===== config.mk =====
export PLATFORM = sky130hd
export DESIGN_NAME = serial_subtractor
export DESIGN_NICKNAME = d
export VERILOG_FILES = /design/src/rtl/serial_sub_pkg.sv /design/src/rtl/full_subtractor.sv /design/src/rtl/serial_subtractor.sv
export SDC_FILE = /design/constraint.sdc
export NUM_CORES = 1
export LEC_CHECK = 0
export ABC_AREA = 1
export BUFFER_PORTS_ARGS = -buffer_cell sky130_fd_sc_hd__buf_4
export CAP_MARGIN = 20
export CORE_AREA = 5 5 68 70
export DETAILED_ROUTE_END_ITERATION = 10
export DIE_AREA = 0 0 73 75
export PLACE_DENSITY_LB_ADDON = 0.05
export SLEW_MARGIN = 5
export SYNTH_ARGS = -nofsm -noshare
export SYNTH_HDL_FRONTEND = slang
export SYNTH_SLANG_ARGS = --single-unit

===== constraint.sdc =====
create_clock -name clk -period 1.3 [get_ports clk]
set_input_delay 0.26 -clock clk [delete_from_list [all_inputs] [get_ports clk]]
set_output_delay 0.26 -clock clk [all_outputs]
set_load 0.01 [all_outputs]

===== src/rtl/serial_sub_pkg.sv =====
// Shared types and helpers for the bit-serial subtractor.
// Holds the control-state encoding and the bit-counter sizing function.
package serial_sub_pkg;

  typedef enum logic [1:0] {
    IDLE,
    RUN,
    DONE
  } sub_state_t;

  // The counter must be able to hold WIDTH itself, so size for WIDTH+1 values.
  function automatic int cnt_width(input int width);
    return $clog2(width + 1);
  endfunction

endpackage


===== src/rtl/full_subtractor.sv =====
// One-bit full subtractor: d = a - b - bin, with the borrow out.
// Purely combinational; the serial datapath reuses a single instance for every bit.
module full_subtractor (
  input  logic a,
  input  logic b,
  input  logic bin,
  output logic d,
  output logic bout
);

  assign d    = a ^ b ^ bin;
  assign bout = (~a & b) | (~a & bin) | (b & bin);

endmodule


===== src/rtl/serial_subtractor.sv =====
// Bit-serial two's-complement subtractor, diff = a - b - bin, LSB first.
// A single full-subtractor slice is stepped across WIDTH bits between two valid/ready handshakes.
module serial_subtractor
  import serial_sub_pkg::*;
#(
  parameter int WIDTH = 8
) (
  input  logic             clk,
  input  logic             reset,
  input  logic             start_valid,
  output logic             start_ready,
  input  logic [WIDTH-1:0] a,
  input  logic [WIDTH-1:0] b,
  input  logic             bin,
  output logic             done_valid,
  input  logic             done_ready,
  output logic [WIDTH-1:0] diff,
  output logic             bout,
  output logic             ovf,
  output logic             busy
);

  localparam int            CW   = cnt_width(WIDTH);
  localparam logic [CW-1:0] LAST = CW'(WIDTH - 1);

  sub_state_t       state;
  sub_state_t       state_next;
  logic [WIDTH-1:0] a_sr;
  logic [WIDTH-1:0] b_sr;
  logic [WIDTH-1:0] res_sr;
  logic [WIDTH-1:0] res_next;
  logic [CW-1:0]    cnt;
  logic             borrow;
  logic             borrow_next;
  logic             d;
  logic             a_msb;
  logic             b_msb;
  logic             accept;
  logic             last_bit;

  full_subtractor u_slice (
    .a    (a_sr[0]),
    .b    (b_sr[0]),
    .bin  (borrow),
    .d    (d),
    .bout (borrow_next)
  );

  assign accept   = (state == IDLE) && start_valid;
  assign last_bit = (state == RUN) && (cnt == LAST);

  // New bit enters at the MSB; after WIDTH shifts bit 0 of the result sits at the LSB.
  assign res_next = (res_sr >> 1) | (WIDTH'(d) << (WIDTH - 1));

  // NOTE: state registers use non-blocking assignments so every flop samples
  // the pre-edge values, independent of the order the always blocks execute.
  always_ff @(posedge clk or posedge reset) begin
    if (reset) begin
      state <= IDLE;
    end else begin
      state <= state_next;
    end
  end

  // NOTE: every signal driven here gets a default before the case statement,
  // so no path leaves it unassigned and no latch is inferred.
  always_comb begin
    state_next  = state;
    start_ready = 1'b0;
    done_valid  = 1'b0;
    busy        = 1'b0;
    case (state)
      IDLE: begin
        start_ready = ~reset;
        if (start_valid) state_next = RUN;
      end
      RUN: begin
        busy = 1'b1;
        if (cnt == LAST) state_next = DONE;
      end
      DONE: begin
        busy       = 1'b1;
        done_valid = 1'b1;
        if (done_ready) state_next = IDLE;
      end
      default: state_next = IDLE;
    endcase
  end

  always_ff @(posedge clk or posedge reset) begin
    if (reset) begin
      a_sr   <= '0;
      b_sr   <= '0;
      res_sr <= '0;
      cnt    <= '0;
      borrow <= 1'b0;
      a_msb  <= 1'b0;
      b_msb  <= 1'b0;
      diff   <= '0;
      bout   <= 1'b0;
      ovf    <= 1'b0;
    end else if (accept) begin
      a_sr   <= a;
      b_sr   <= b;
      borrow <= bin;
      cnt    <= '0;
      a_msb  <= a[WIDTH-1];
      b_msb  <= b[WIDTH-1];
    end else if (state == RUN) begin
      a_sr   <= a_sr >> 1;
      b_sr   <= b_sr >> 1;
      res_sr <= res_next;
      borrow <= borrow_next;
      cnt    <= cnt + CW'(1);
      if (last_bit) begin
        diff <= res_next;
        bout <= borrow_next;
        // Overflow only when the operands' signs differ and the result sign leaves a's.
        ovf  <= (a_msb ^ b_msb) & (d ^ a_msb);
      end
    end
  end

endmodule


## Yosys cells after proc, flatten, opt, wreduce, memory -nomap -nowiden

Cells that the tools add are included.

- Register bits: 43
- Output and inout port bits: 13
- Logic and storage cells: 55

- Equality and inequality tests: 6
- Add/subtract/negate cells: 1
- Muxes and demuxes: 15
- Reduce and logical (&&, ||, !) cells: 8
- Bitwise logic cells: 14

Operators by type and width:

| operator | count |
|---|---|
| 8-bit 2-to-1 mux | 4 |
| 4-bit 2-to-1 mux | 2 |
| 7-bit by 8-bit OR with 8-bit output | 1 |
| 2-bit 2-to-1 mux | 3 |
| 2-bit != test (second input constant) | 3 |
| 2-bit case mux with 3 select lines | 1 |
| 3-bit AND reduction | 2 |
| 1-bit 2-to-1 mux | 5 |
| 4-bit by 1-bit adder with 4-bit output (second input constant) | 1 |
| 1-bit AND | 4 |
| 4-bit by 3-bit equality test with 1-bit output (second input constant) | 1 |
| 1-bit XOR | 4 |
| 1-bit inverter | 3 |
| 2-bit by 1-bit equality test with 1-bit output (second input constant) | 1 |
| 2-bit equality test (second input constant) | 1 |
| 1-bit logical AND | 2 |
| 2-bit logical NOT | 1 |
| 1-bit OR | 2 |
| 2-bit AND reduction | 1 |
| 2-bit nonzero test | 1 |
| 2-bit OR reduction | 1 |

## Logic depth before layout (Yosys ltp)

Gate-level depths: netlist of run 1.

- Depth in word-level cells: 6
- Depth in mapped cells: 8
- Gate-level depth less buffers: 8

## Cells and area by module

From an unflattened synthesis of run 1, not the netlist that was laid out.

- Cells, all modules: 219
- Area, all modules: 1868.0 um2

Modules (own cells, without submodules):

| module | cells an instance | times used | seq. area each (um2) | area an instance (um2) |
|---|---|---|---|---|
| serial_subtractor | 216 | 1 | 1051.0 | 1840.5 |
| full_subtractor | 3 | 1 | 0.0 | 27.5 |

## Least setup slack after synthesis of run 1

OpenSTA, ideal clock, no wires.

- Kind: register -> register
- Start: reg state[0]
- End: reg b_sr[0]
- Slack: -0.114 ns
- Stages on the path, launching flop included: 9
- Required time: 1.232 ns
- Setup time: 0.068 ns
- Arrival time: 1.346 ns
- Buffers on the path: 1
- Cells stage by stage: dfrtp_1 -> inv_1 -> ha_1 -> nand2_4 -> inv_2 -> nor2_2 -> buf_6 -> nand2_1 -> nand3_1

- Longest elaborated chain between the ends: 3
- Elaborated cells between the ends (all ways): 5
- Classes of those cells: 1 x eq/ne; 1 x mux; 3 x reduce/logical

Ends and longest elaborated chain:

| element | RTL line | RTL |
|---|---|---|
| from (decl) | serial_subtractor.sv:26 | `sub_state_t state;` |
| from (signal assigned) | serial_subtractor.sv:61 | `state <= state_next;` |
| 2-bit logical NOT | serial_subtractor.sv:49 | `assign accept = (state == IDLE) && start_valid;` |
| 1-bit logical AND | serial_subtractor.sv:49 |  |
| 8-bit 2-to-1 mux / 2-bit nonzero test (equally long branches) | -- |  |
| to (signal assigned) | serial_subtractor.sv:111 | `b_sr <= b_sr >> 1;` |
| to (decl) | serial_subtractor.sv:29 | `logic [WIDTH-1:0] b_sr;` |

Several ways; a longest one is shown, not always the timed one.
A chain may end at the register's enable or synchronous reset.

## Worst setup path in the final report of run 1

- Start: reg state[1]
- End: out start_ready

- Longest elaborated chain between the ends: 2

Ends and longest elaborated chain:

| element | RTL line | RTL |
|---|---|---|
| 2-bit logical NOT | serial_subtractor.sv:72 | `case (state)` |
| 1-bit 2-to-1 mux | serial_subtractor.sv:72 |  |
| to (decl) | serial_subtractor.sv:11 | `output logic start_ready,` |

Every way passes these cells.

==> summary.txt, run 1 <==
Synth
  • EDFF count, synth: 0
  • Top-count cell post-synth: nand2_1
  • Post-synth top cells: nand2_1 (94), dfrtp_1 (42), o21ai_0 (24)
  • Area fraction of the dominant cell type after synthesis: between 50% and 60%
  • Syn avg cell area: 8.50 µm²
  • Yosys reg bits: 42
  • Post-Synthesis Cells: approximately 220
  • Top cells by area, synth: dfrtp_1 (56%), nand2_1 (19%), o21ai_0 (6.5%), nand3_1 (5.1%), inv_1 (3.4%)
  • Ys Warns: 0
  • Net Count, Synth: 246
  • Top_reg_cell synth: dfrtp_1
  • Post-synthesis sequential area ratio: between 50% and 60%
  • Area leader, netlist: dfrtp_1
  • Share of synthesized registers carrying an async set or reset: 100%
  • Post-synthesis cell area: roughly 0.0019 mm²
  • Synth cell types: 18

Pwr
  • Comb pwr share: around half
  • Switching Share: 36.3%
  • Peak supply drop: 1360 µV
  • Pint: between 3 and 4 mW
  • Power per cell area: 2190 mW/mm²
  • Seq pwr share: 33.2%
  • Leak: 1.39 nW
  • Total power: 6.02 mW
  • Total net switching power: around 2.2 mW
  • Clk pwr share: about 17%

Die
  • I/O Pins: 34
  • Row count: 23
  • Starting Density: ~48%
  • Die width: 73 µm
  • Core area: 0.00391 mm²
  • Die area: 0.00548 mm²
  • Die Y: approximately 75 µm

Finish
  • Final Util: approximately 70%
  • # diodes: 0
  • Share of cells above drive strength 1: around 37%
  • Layout area overhead: 47.7%
  • Total Nets Final: 309

Global route
  • GR Overflow Total: 0
  • Initial antenna violation count: 0
  • Largest net degree at the start of global routing: 43
  • Total GRT Usage: 16.2%
  • Vias in the first global route: 1500
  • First-pass GRT wire length: roughly 7000 µm

STA
  • Final Max Tran Viols: 0
  • Clock Skews: roughly 7.5 ps
  • Fin worst setup slack: -168 ps
  • RSZ-0062 raised after global routing: true
  • Fin crit share: 113%
  • Worst Max-Slew Pin Slew: roughly 230 ps
  • Final Setup Violations: 40
  • Rel. slew slack: between 80% and 90%
  • Final hold violation count: 0
  • Minimum clock period: 1470 ps
  • Peak Freq: between 0.6 and 0.7 GHz

Drt
  • Wire length per cell: 12.1 µm
  • DR iter-0 viols: between 100 and 150
  • DRT Pass-1 Iters: 4
  • Via/cell ratio: between 4 and 5
  • DRT Wirelength: between 4000 and 5000 µm
  • Antenna-violating nets left: 0
  • Residual DRC: 0
  • Vias after detailed routing: roughly 1600

Run status
  • Failing checks: setup timing
  • Status: complete, but fails checks

Clock network
  • Total clock sinks: between 40 and 50
  • CTS tree: yes
  • Total CTS buffers: 5
  • Hold buffers post-CTS: 0
  • Worst-path clk slew: roughly 80 ps
  • Clk_lat worst skew: between 200 and 300 ps
  • H-Tree Depth: 2
  • Root Buffer: clkbuf_8
  • Maximum clock insertion buffer count: 2

Critical path
  • Setup CP Type: reg -> out
  • Worst-path maximum fanout: 2
  • Worst Path Required: approximately 1000 ps
  • Worst Setup End Kind: output pin
  • Startpoint Class: flip-flop
  • Reg2Reg Depth: 10
  • Arr. time, crit path: approximately 1200 ps

Placed design
  • Post-Place Setup Slack: -107 ps
  • RePlAce Congestion: roughly 0.75
  • Post-detail-place hpwl: roughly 2700 µm
  • I/O Buffers: 33

Min path
  • Worst hold path type: in -> async

Flow run
  • Max-Cap Viols: 0
[flip-flops by register name, indices dropped and copies added (netlist names)]
| name | count |
|---|---|
| b_sr | 8 |
| a_msb | 1 |
| a_sr | 8 |
| bout | 1 |
| ovf | 1 |
| state | 2 |
| borrow | 1 |
| diff | 8 |
| cnt | 4 |
| b_msb | 1 |
| res_sr | 7 |
[stage by stage]
stage / instance area, µm² / std cells / setup TNS [ps] / hold WS [ps]
floorplan: 1900 / 219 / 0 / 393
CTS: 2670 / 332 / -3350 / 40.0
finish: 2750 / 333 / -2100 / 28.7
global route: 2750 / 333 / -4860 / 64.3
global placement: 2340 / 315 / -502 / 360
detailed placement: 2340 / 315 / -872 / 354
[area by class of cell]
type	count	area [µm²]
Fill cell	339	1170
Sequential cell	42	1050
Multi-Input combinational cell	154	881
Timing Repair Buffer	61	566
Inverter	18	81.3
Clock buffer	7	76.3
Tap cell	50	62.6
Clock inverter	1	30.0
[worst max-delay path: stages (launching register included)]
cell and delay [ps]:
dfrtp_1 400, inv_2 90, ha_4 140, buf_6 90, inv_2 30, nor2_2 60
buf_4 120
[routing by layer]
metal / up-vias / part of all wire [%] / GRT usage [%]
li1: 819 / - / -
met1: 735 / 48 / 21.9
met2: 36 / 46 / 26.3
met3: 7 / 5.3 / 4.27
met4: 0 / 1.0 / 3.69
met5: - / 0 / 0
[cells by family after synthesis]
group | share of synthesized area, %
AND/OR/NAND/NOR | 26.8
flip-flops | 56.5
AO/OA/AOI/OAI | 6.72
buffers and inverters | 5.51
adder cells (fa/ha/maj) | 4.44
[power groups by stage]
stage	clock network, mW	registers, mW	logic [mW]
5_1_grt	1.09	2.06	3.32
3_3_place_gp	0	2.00	2.08
6_report	1.01	2.00	3.02
3_5_place_dp	0	2.01	2.08
4_1_cts	1.04	1.99	2.81
2_1_floorplan	0	1.98	1.36
[placed cells by master (no fill, tap or decap), drive strengths merged]
cell / synthesis / layout
clkinvlp: 0 / 1
bufinv: 0 / 1
nand3b: 1 / 1
nand3: 19 / 19
dfrtp: 42 / 42
nor2: 6 / 7
ha: 5 / 5
inv: 18 / 17
fa: 1 / 1
a21oi: 1 / 1
buf: 4 / 61
o21ai: 24 / 24
clkbuf: 2 / 7
nand2: 95 / 95
nor3: 1 / 1
[worst paths after layout]
check	startpoint	to	slack, ps
max	state[1]	start_ready	-170
min	reset	cnt[0]	30
max reg2reg	state[1]	b_sr[5]	-130
min reg2reg	res_sr[6]	diff[5]	480
max in group asynchronous	reset	state[1]	1060
min in group clk	b[2]	b_sr[2]	190
[repair_timing]
action	4_1_cts	5_1_grt
setup endpoints to repair	18	45
pin swaps	18	9
gates resized for setup	42	26
setup buffers	6	2
gates cloned	3	0
Note: power is estimated with default switching activity, not from simulation.
==> inputs of run 2 (changes only) <==
--- a/config.mk
+++ b/config.mk
@@ -8,9 +8,9 @@
 export ABC_AREA = 1
 export BUFFER_PORTS_ARGS = -buffer_cell sky130_fd_sc_hd__buf_4
 export CAP_MARGIN = 20
-export CORE_AREA = 5 5 68 70
+export CORE_AREA = 5 5 63 65
 export DETAILED_ROUTE_END_ITERATION = 10
-export DIE_AREA = 0 0 73 75
+export DIE_AREA = 0 0 68 70
 export PLACE_DENSITY_LB_ADDON = 0.05
 export SLEW_MARGIN = 5
 export SYNTH_ARGS = -nofsm -noshare
==> constraint.sdc (replaced) <==
create_clock -name clk -period 1.7 [get_ports clk]
set_input_delay 0.34 -clock clk [delete_from_list [all_inputs] [get_ports clk]]
set_output_delay 0.34 -clock clk [all_outputs]
set_load 0.01 [all_outputs]
==> summary.txt, run 2 (synthesized netlist as in run 1, its figures left out) <==
Run status
  • Status: complete, no violations

Clock network
  • Clk_lat worst skew: 340 ps (+50 ps)
  • Total CTS buffers: 5 (unchanged)
  • H-Tree Depth: 2 (unchanged)
  • Root Buffer: clkbuf_4
  • Hold buffers post-CTS: 0 (unchanged)
  • Worst-path clk slew: 110 ps (+30 ps)
  • Maximum clock insertion buffer count: 2 (unchanged)
  • CTS tree: yes
  • Total clock sinks: 42 (unchanged)

STA
  • Minimum clock period: about 1600 ps
  • RSZ-0062 raised after global routing: false
  • Worst Max-Slew Pin Slew: 516 ps (+286 ps)
  • Peak Freq: 0.617 GHz
  • Final Max Tran Viols: 0 (unchanged)
  • Rel. slew slack: 65.6% (-19 points)
  • Clock Skews: 3.82 ps (-3.70 ps)
  • Fin crit share: between 90% and 100%
  • Final hold violation count: 0 (unchanged)
  • Setup_tns: 0 ps (+2100 ps)
  • Final Setup Violations: 0 (-100%)

Drt
  • Via/cell ratio: 4.90 (+2.2%)
  • Vias after detailed routing: 1515 (-5.1%)
  • DR iter-0 viols: 76 (-27%)
  • DRT Wirelength: 3620 µm (-10%)
  • DRT Pass-1 Iters: 4 (unchanged)
  • Antenna-violating nets left: 0 (unchanged)
  • Residual DRC: 0 (unchanged)
  • Wire length per cell: 11.7 µm (-3.4%)

Global route
  • Vias in the first global route: 1451 (-3.3%)
  • Total GRT Usage: 17.2% (+0.97 points)
  • Largest net degree at the start of global routing: 43 (unchanged)
  • Initial antenna violation count: 0 (unchanged)
  • First-pass GRT wire length: 6310 µm (-7.9%)
  • GR Overflow Total: 0 (unchanged)

Placed design
  • I/O Buffers: 33 (unchanged)
  • Post-detail-place hpwl: 2560 µm (-5.0%)
  • Number of instances in the placed design: 299 (-5.1%)
  • RePlAce Congestion: 0.770 (+2.5%)

Die
  • Die Y: 70 µm (-6.7%)
  • Starting Density: 56.6% (+9.1 points)
  • Die area: 0.00476 mm² (-13%)
  • Core area: 0.00328 mm² (-16%)
  • I/O Pins: 34 (unchanged)
  • Row count: 21 (-8.7%)
  • Die width: 68 µm (-6.8%)

Critical path
  • Startpoint Class: flip-flop
  • Arr. time, crit path: 1280 ps (+70 ps)
  • R2R Path Start: state[1]
  • CP Buf/Inv Count: 3 (-1)
  • Worst R2R End: b_sr[6]
  • Worst path cell trace: inv_2 > ha_4 > inv_1 > nor2_2 > buf_4
  • Worst-path maximum fanout: 3 (+1)
  • Worst Setup End Kind: output pin
  • Cell family with most CP delay: flip-flops
  • Critical Path Max Stage Delay: 420 ps (+20 ps)
  • Setup CP Type: reg -> out
  • Reg2reg setup slack: 170 ps (+300 ps)
  • Reg2Reg Depth: 7 (-3)
  • Worst Path Required: 1360 ps (+320 ps)
  • Slowest CP cell: dfrtp_1

Finish
  • Total Nets Final: 289 (-6.5%)
  • Most frequent cells in the layout: nand2_1 (94), dfrtp_1 (42), buf_4 (42), o21ai_0 (24), nand3_1 (18)
  • Biggest regs: a_sr x8, b_sr x8, diff x8
  • Commonest non-fill, non-tap cell in the layout: nand2_1
  • # diodes: 0 (unchanged)
  • Filler cell count: 272 (-20%)
  • Share of cells above drive strength 1: 22.4% (-15 points)
  • Non-Filler Instances: 309 (-7.2%)
  • Storage element area: 0.00105 mm² (unchanged)
  • Multi-input gate area: 727 µm² (-17%)
  • Layout area overhead: 23.5%

Pwr
  • Peak supply drop: 877 µV (-36%)
  • Power per cell area: 1520 mW/mm² (-31%)
  • Leak: 1.24 nW (-11%)

Min path
  • Worst hold path type: in -> async

Flow run
  • Max-Cap Viols: 0 (unchanged)
run 2: cell types whose count changed in the layout (fill, tap and decap cells not counted), sizes merged:
cell	previous run	this run
bufinv	1	0
clkinvlp	1	0
clkbuf	7	8
inv	17	18
buf	61	42
nor2	7	6
run 2: layout make-up:
| class | instances | area share (%) |
|---|---|---|
| sequential | 42 | 45.8 |
| tap | 46 | 2.51 |
| timing repair buffer | 42 | 13.7 |
| clock buffer | 8 | 3.43 |
| multi-input combinational | 153 | 31.6 |
| inverter | 18 | 2.94 |
run 2: metrics by stage:
stage / hold WS, ps / worst slack, ps / util (%) / total power [mW] / instance area [µm²]
after floorplan: 449 / 286 / - / 2.44 / 1860
after global placement: 458 / 105 / 66.5 / 2.80 / 2180
after detailed placement: 460 / 50.0 / 66.5 / 2.86 / 2180
after CTS: 128 / 11.7 / 69.3 / 3.48 / 2270
after global routing: 183 / 2.66 / 69.9 / 3.80 / 2300
final: 124 / 79.9 / 69.9 / 3.49 / 2300
run 2: layer usage:
metal | up-vias | track usage (%) | wire length [µm]
li1 | 772 | - | -
met1 | 702 | 22.4 | 1630
met2 | 35 | 27.3 | 1740
met3 | 6 | 5.45 | 209
met4 | 0 | 4.64 | 44
met5 | - | 0 | 0
run 2: how the worst max path moves through the flow:
stage                        start           to  slack [ps]  depth (start not counted)
after floorplan           state[0]      b_sr[0]         290                          8
after global placement    state[0]      a_sr[6]         100                          7
after detailed placement  state[0]      b_sr[6]          50                          7
after CTS                 state[0]  start_ready          10                          5
after global routing      state[1]  start_ready           3                          5
final                     state[1]  start_ready          80                          5
run 2: timing repair:
| item | 4_1_cts | 5_1_grt |
|---|---|---|
| gates cloned | 0 | 0 |
| pin swaps | 0 | 0 |
| resized for setup | 2 | 4 |
| buffers inserted | 0 | 2 |
| setup endpoints to repair | 1 | 19 |
| hold endpoints to repair | 0 | 0 |
run 2: power breakdown:
part           leakage, nW  switching, mW  internal [mW]
combinational        0.648          0.813          0.559
sequential           0.549          0.200           1.33
clock               0.0446          0.309          0.283
run 2: tightest hold or removal path: cells and delay by family:
family	cells	cell delay [ps]
buffers and inverters	3	580
==> inputs of run 3 (changes only) <==
--- a/config.mk
+++ b/config.mk
@@ -8,9 +8,10 @@
 export ABC_AREA = 1
 export BUFFER_PORTS_ARGS = -buffer_cell sky130_fd_sc_hd__buf_4
 export CAP_MARGIN = 20
-export CORE_AREA = 5 5 63 65
+export CORE_AREA = 5 5 62 64
+export CTS_BUF_LIST = sky130_fd_sc_hd__clkbuf_4
 export DETAILED_ROUTE_END_ITERATION = 10
-export DIE_AREA = 0 0 68 70
+export DIE_AREA = 0 0 67 69
 export PLACE_DENSITY_LB_ADDON = 0.05
 export SLEW_MARGIN = 5
 export SYNTH_ARGS = -nofsm -noshare
==> summary.txt, run 3 (synthesized netlist as in run 1, its figures left out) <==
Drt
  • Wire length per cell: 11.3 µm (-3.6%)
  • Antenna-violating nets left: 0 (unchanged)
  • Via/cell ratio: 4.79 (-2.4%)
  • DR iter-0 viols: 86 (+13%)
  • DRT Pass-1 Iters: 4 (unchanged)
  • Vias after detailed routing: 1474 (-2.7%)
  • DRT Wirelength: 3480 µm (-3.9%)
  • Residual DRC: 0 (unchanged)

Critical path
  • Arr. time, crit path: 1270 ps (about the same)
  • Worst-path maximum fanout: 3 (unchanged)
  • Reg2Reg Depth: 8 (+1)
  • Worst Path Required: 1360 ps (about the same)
  • R2R Path Start: state[1]
  • Worst R2R End: diff[1]
  • Startpoint Class: flip-flop
  • Setup CP Type: reg -> out
  • Reg2reg setup slack: 130 ps (-40 ps)
  • Worst Setup End Kind: output pin

Clock network
  • Hold buffers post-CTS: 0 (unchanged)
  • Clk_lat worst skew: 370 ps (+30 ps)
  • Worst-path clk slew: 120 ps (about the same)
  • Total CTS buffers: 5 (unchanged)
  • CTS tree: yes
  • H-Tree Depth: 2 (unchanged)
  • Maximum clock insertion buffer count: 2 (unchanged)
  • Root Buffer: clkbuf_4
  • Total clock sinks: 42 (unchanged)

STA
  • Final hold violation count: 0 (unchanged)
  • Rel. slew slack: 65.7% (+0.084 points)
  • Fin crit share: 94.7% (-0.62 points)
  • Hold_ws: 89.2 ps (-34.8 ps)
  • Minimum clock period: 1610 ps (-10.5 ps)
  • Worst Max-Slew Pin Slew: 515 ps (-1.26 ps)
  • Final Max Tran Viols: 0 (unchanged)
  • RSZ-0062 raised after global routing: false
  • Peak Freq: 0.621 GHz (+0.65%)
  • Fin worst setup slack: 90.4 ps (+10.5 ps)
  • Clock Skews: 13.3 ps (+9.48 ps)
  • Final Setup Violations: 0 (unchanged)

Global route
  • Total GRT Usage: 17.3% (+0.093 points)
  • Initial antenna violation count: 0 (unchanged)
  • Largest net degree at the start of global routing: 43 (unchanged)
  • Vias in the first global route: 1420 (-2.1%)
  • GR Overflow Total: 0 (unchanged)
  • First-pass GRT wire length: 6110 µm (-3.3%)

Flow run
  • Max-Cap Viols: 0 (unchanged)

Pwr
  • Total power: 3.77 mW (+7.9%)
  • Peak supply drop: 1030 µV (+18%)
  • Leak: 1.25 nW (+0.51%)
  • Seq pwr share: 40.6% (-3.2 points)
  • Pint: 2.41 mW (+11%)
  • Total net switching power: 1.36 mW (+3.1%)
  • Comb pwr share: 38.2% (-1.1 points)
  • Switching Share: 36.2% (-1.7 points)
  • Power per cell area: 1600 mW/mm² (+5.3%)
  • Clk pwr share: 21.2% (+4.3 points)

Die
  • Starting Density: 57.6% (+0.92 points)
  • I/O Pins: 34 (unchanged)
  • Row count: 21 (unchanged)
  • Core area: 0.00323 mm² (-1.6%)
  • Die Y: 69 µm (-1.4%)
  • Die area: 0.00462 mm² (-2.9%)
  • Die width: 67 µm (-1.5%)

Placed design
  • Placed cell area: 0.00217 mm² (-0.69%)
  • RePlAce Congestion: 0.740 (-3.9%)
  • Post-Place Setup Slack: -27.6 ps (-77.6 ps)
  • Post-detail-place hpwl: 2450 µm (-4.2%)
  • I/O Buffers: 33 (unchanged)

Min path
  • Worst hold path type: in -> async

Finish
  • Post-route cell area: 0.00235 mm² (+2.5%)
  • Commonest non-fill, non-tap cell in the layout: nand2_1
  • Filler cell count: 245 (-9.9%)
  • Total Nets Final: 288 (-0.35%)
  • Most frequent cells in the layout: nand2_1 (94), dfrtp_1 (42), buf_4 (39), nand3_1 (18), o21ai_0 (18)
  • Share of cells above drive strength 1: 22.1% (-0.30 points)
  • Layout area overhead: 26.5%
  • # diodes: 0 (unchanged)
  • Biggest regs: a_sr x8, b_sr x8, diff x8

Run status
  • Status: complete, no violations
## run 3: cell types whose count changed in the layout (fill, tap and decap cells not counted), sizes merged
cell	before	now
clkbuf	8	5
bufinv	0	2
buf	42	41
clkinv	0	1
clkinvlp	0	1
inv	18	17
## run 3: worst max-delay path: stages, from the launching register on
cell and delay [ps]:
dfrtp_1 420, inv_2 100, ha_4 140, inv_1 30, nor2_1 100, buf_4 130
## run 3: how the worst max path moves through the flow
stage	start	end	slack, ps	cells past startpoint
2_1_floorplan	state[0]	b_sr[0]	290	8
3_3_place_gp	state[0]	b_sr[7]	40	7
3_5_place_dp	state[0]	b_sr[7]	-30	7
4_1_cts	state[1]	start_ready	20	5
5_1_grt	state[1]	start_ready	5	5
6_report	state[1]	start_ready	90	5
## run 3: metal layers
| metal | global-route usage, % | vias up | wire length (µm) |
|---|---|---|---|
| met5 | 0 | - | 0 |
| met4 | 9.46 | 0 | 85 |
| met3 | 4.06 | 8 | 194 |
| met2 | 27.5 | 32 | 1650 |
| met1 | 21.2 | 664 | 1550 |
| li1 | - | 770 | - |
## run 3: metrics by stage
step | cells | TNS (ps) | util (%)
2_1_floorplan | 219 | 0 | -
3_3_place_gp | 297 | 0 | 67.1
3_5_place_dp | 297 | -39.9 | 67.1
4_1_cts | 306 | 0 | 70.8
5_1_grt | 308 | 0 | 72.8
6_report | 308 | 0 | 72.8
## run 3: power by group through the flow
stage / Sequential (mW) / Combinational, mW / Clock [mW]
after floorplan: 1.51 / 0.936 / 0
after global placement: 1.54 / 1.22 / 0
after detailed placement: 1.54 / 1.25 / 0
after CTS: 1.53 / 1.29 / 0.813
after global routing: 1.58 / 1.68 / 0.852
final: 1.53 / 1.44 / 0.799
## run 3: area by class of cell
cell class / count / area, µm² / share of cell area, %
clock buffer: 5 / 37.5 / 1.59
timing repair buffer: 41 / 333 / 14.1
tap: 46 / 57.6 / 2.45
inverter: 18 / 71.3 / 3.03
multi-input combinational: 153 / 734 / 31.2
clock inverter: 3 / 68.8 / 2.92
sequential: 42 / 1050 / 44.7
## run 3: what timing repair did
item,CTS,global route
resized for setup,2,12
buffers inserted,1,2
cloned,0,0
setup endpoints to repair,10,27
pin swaps,1,2
hold endpoints to repair,0,0
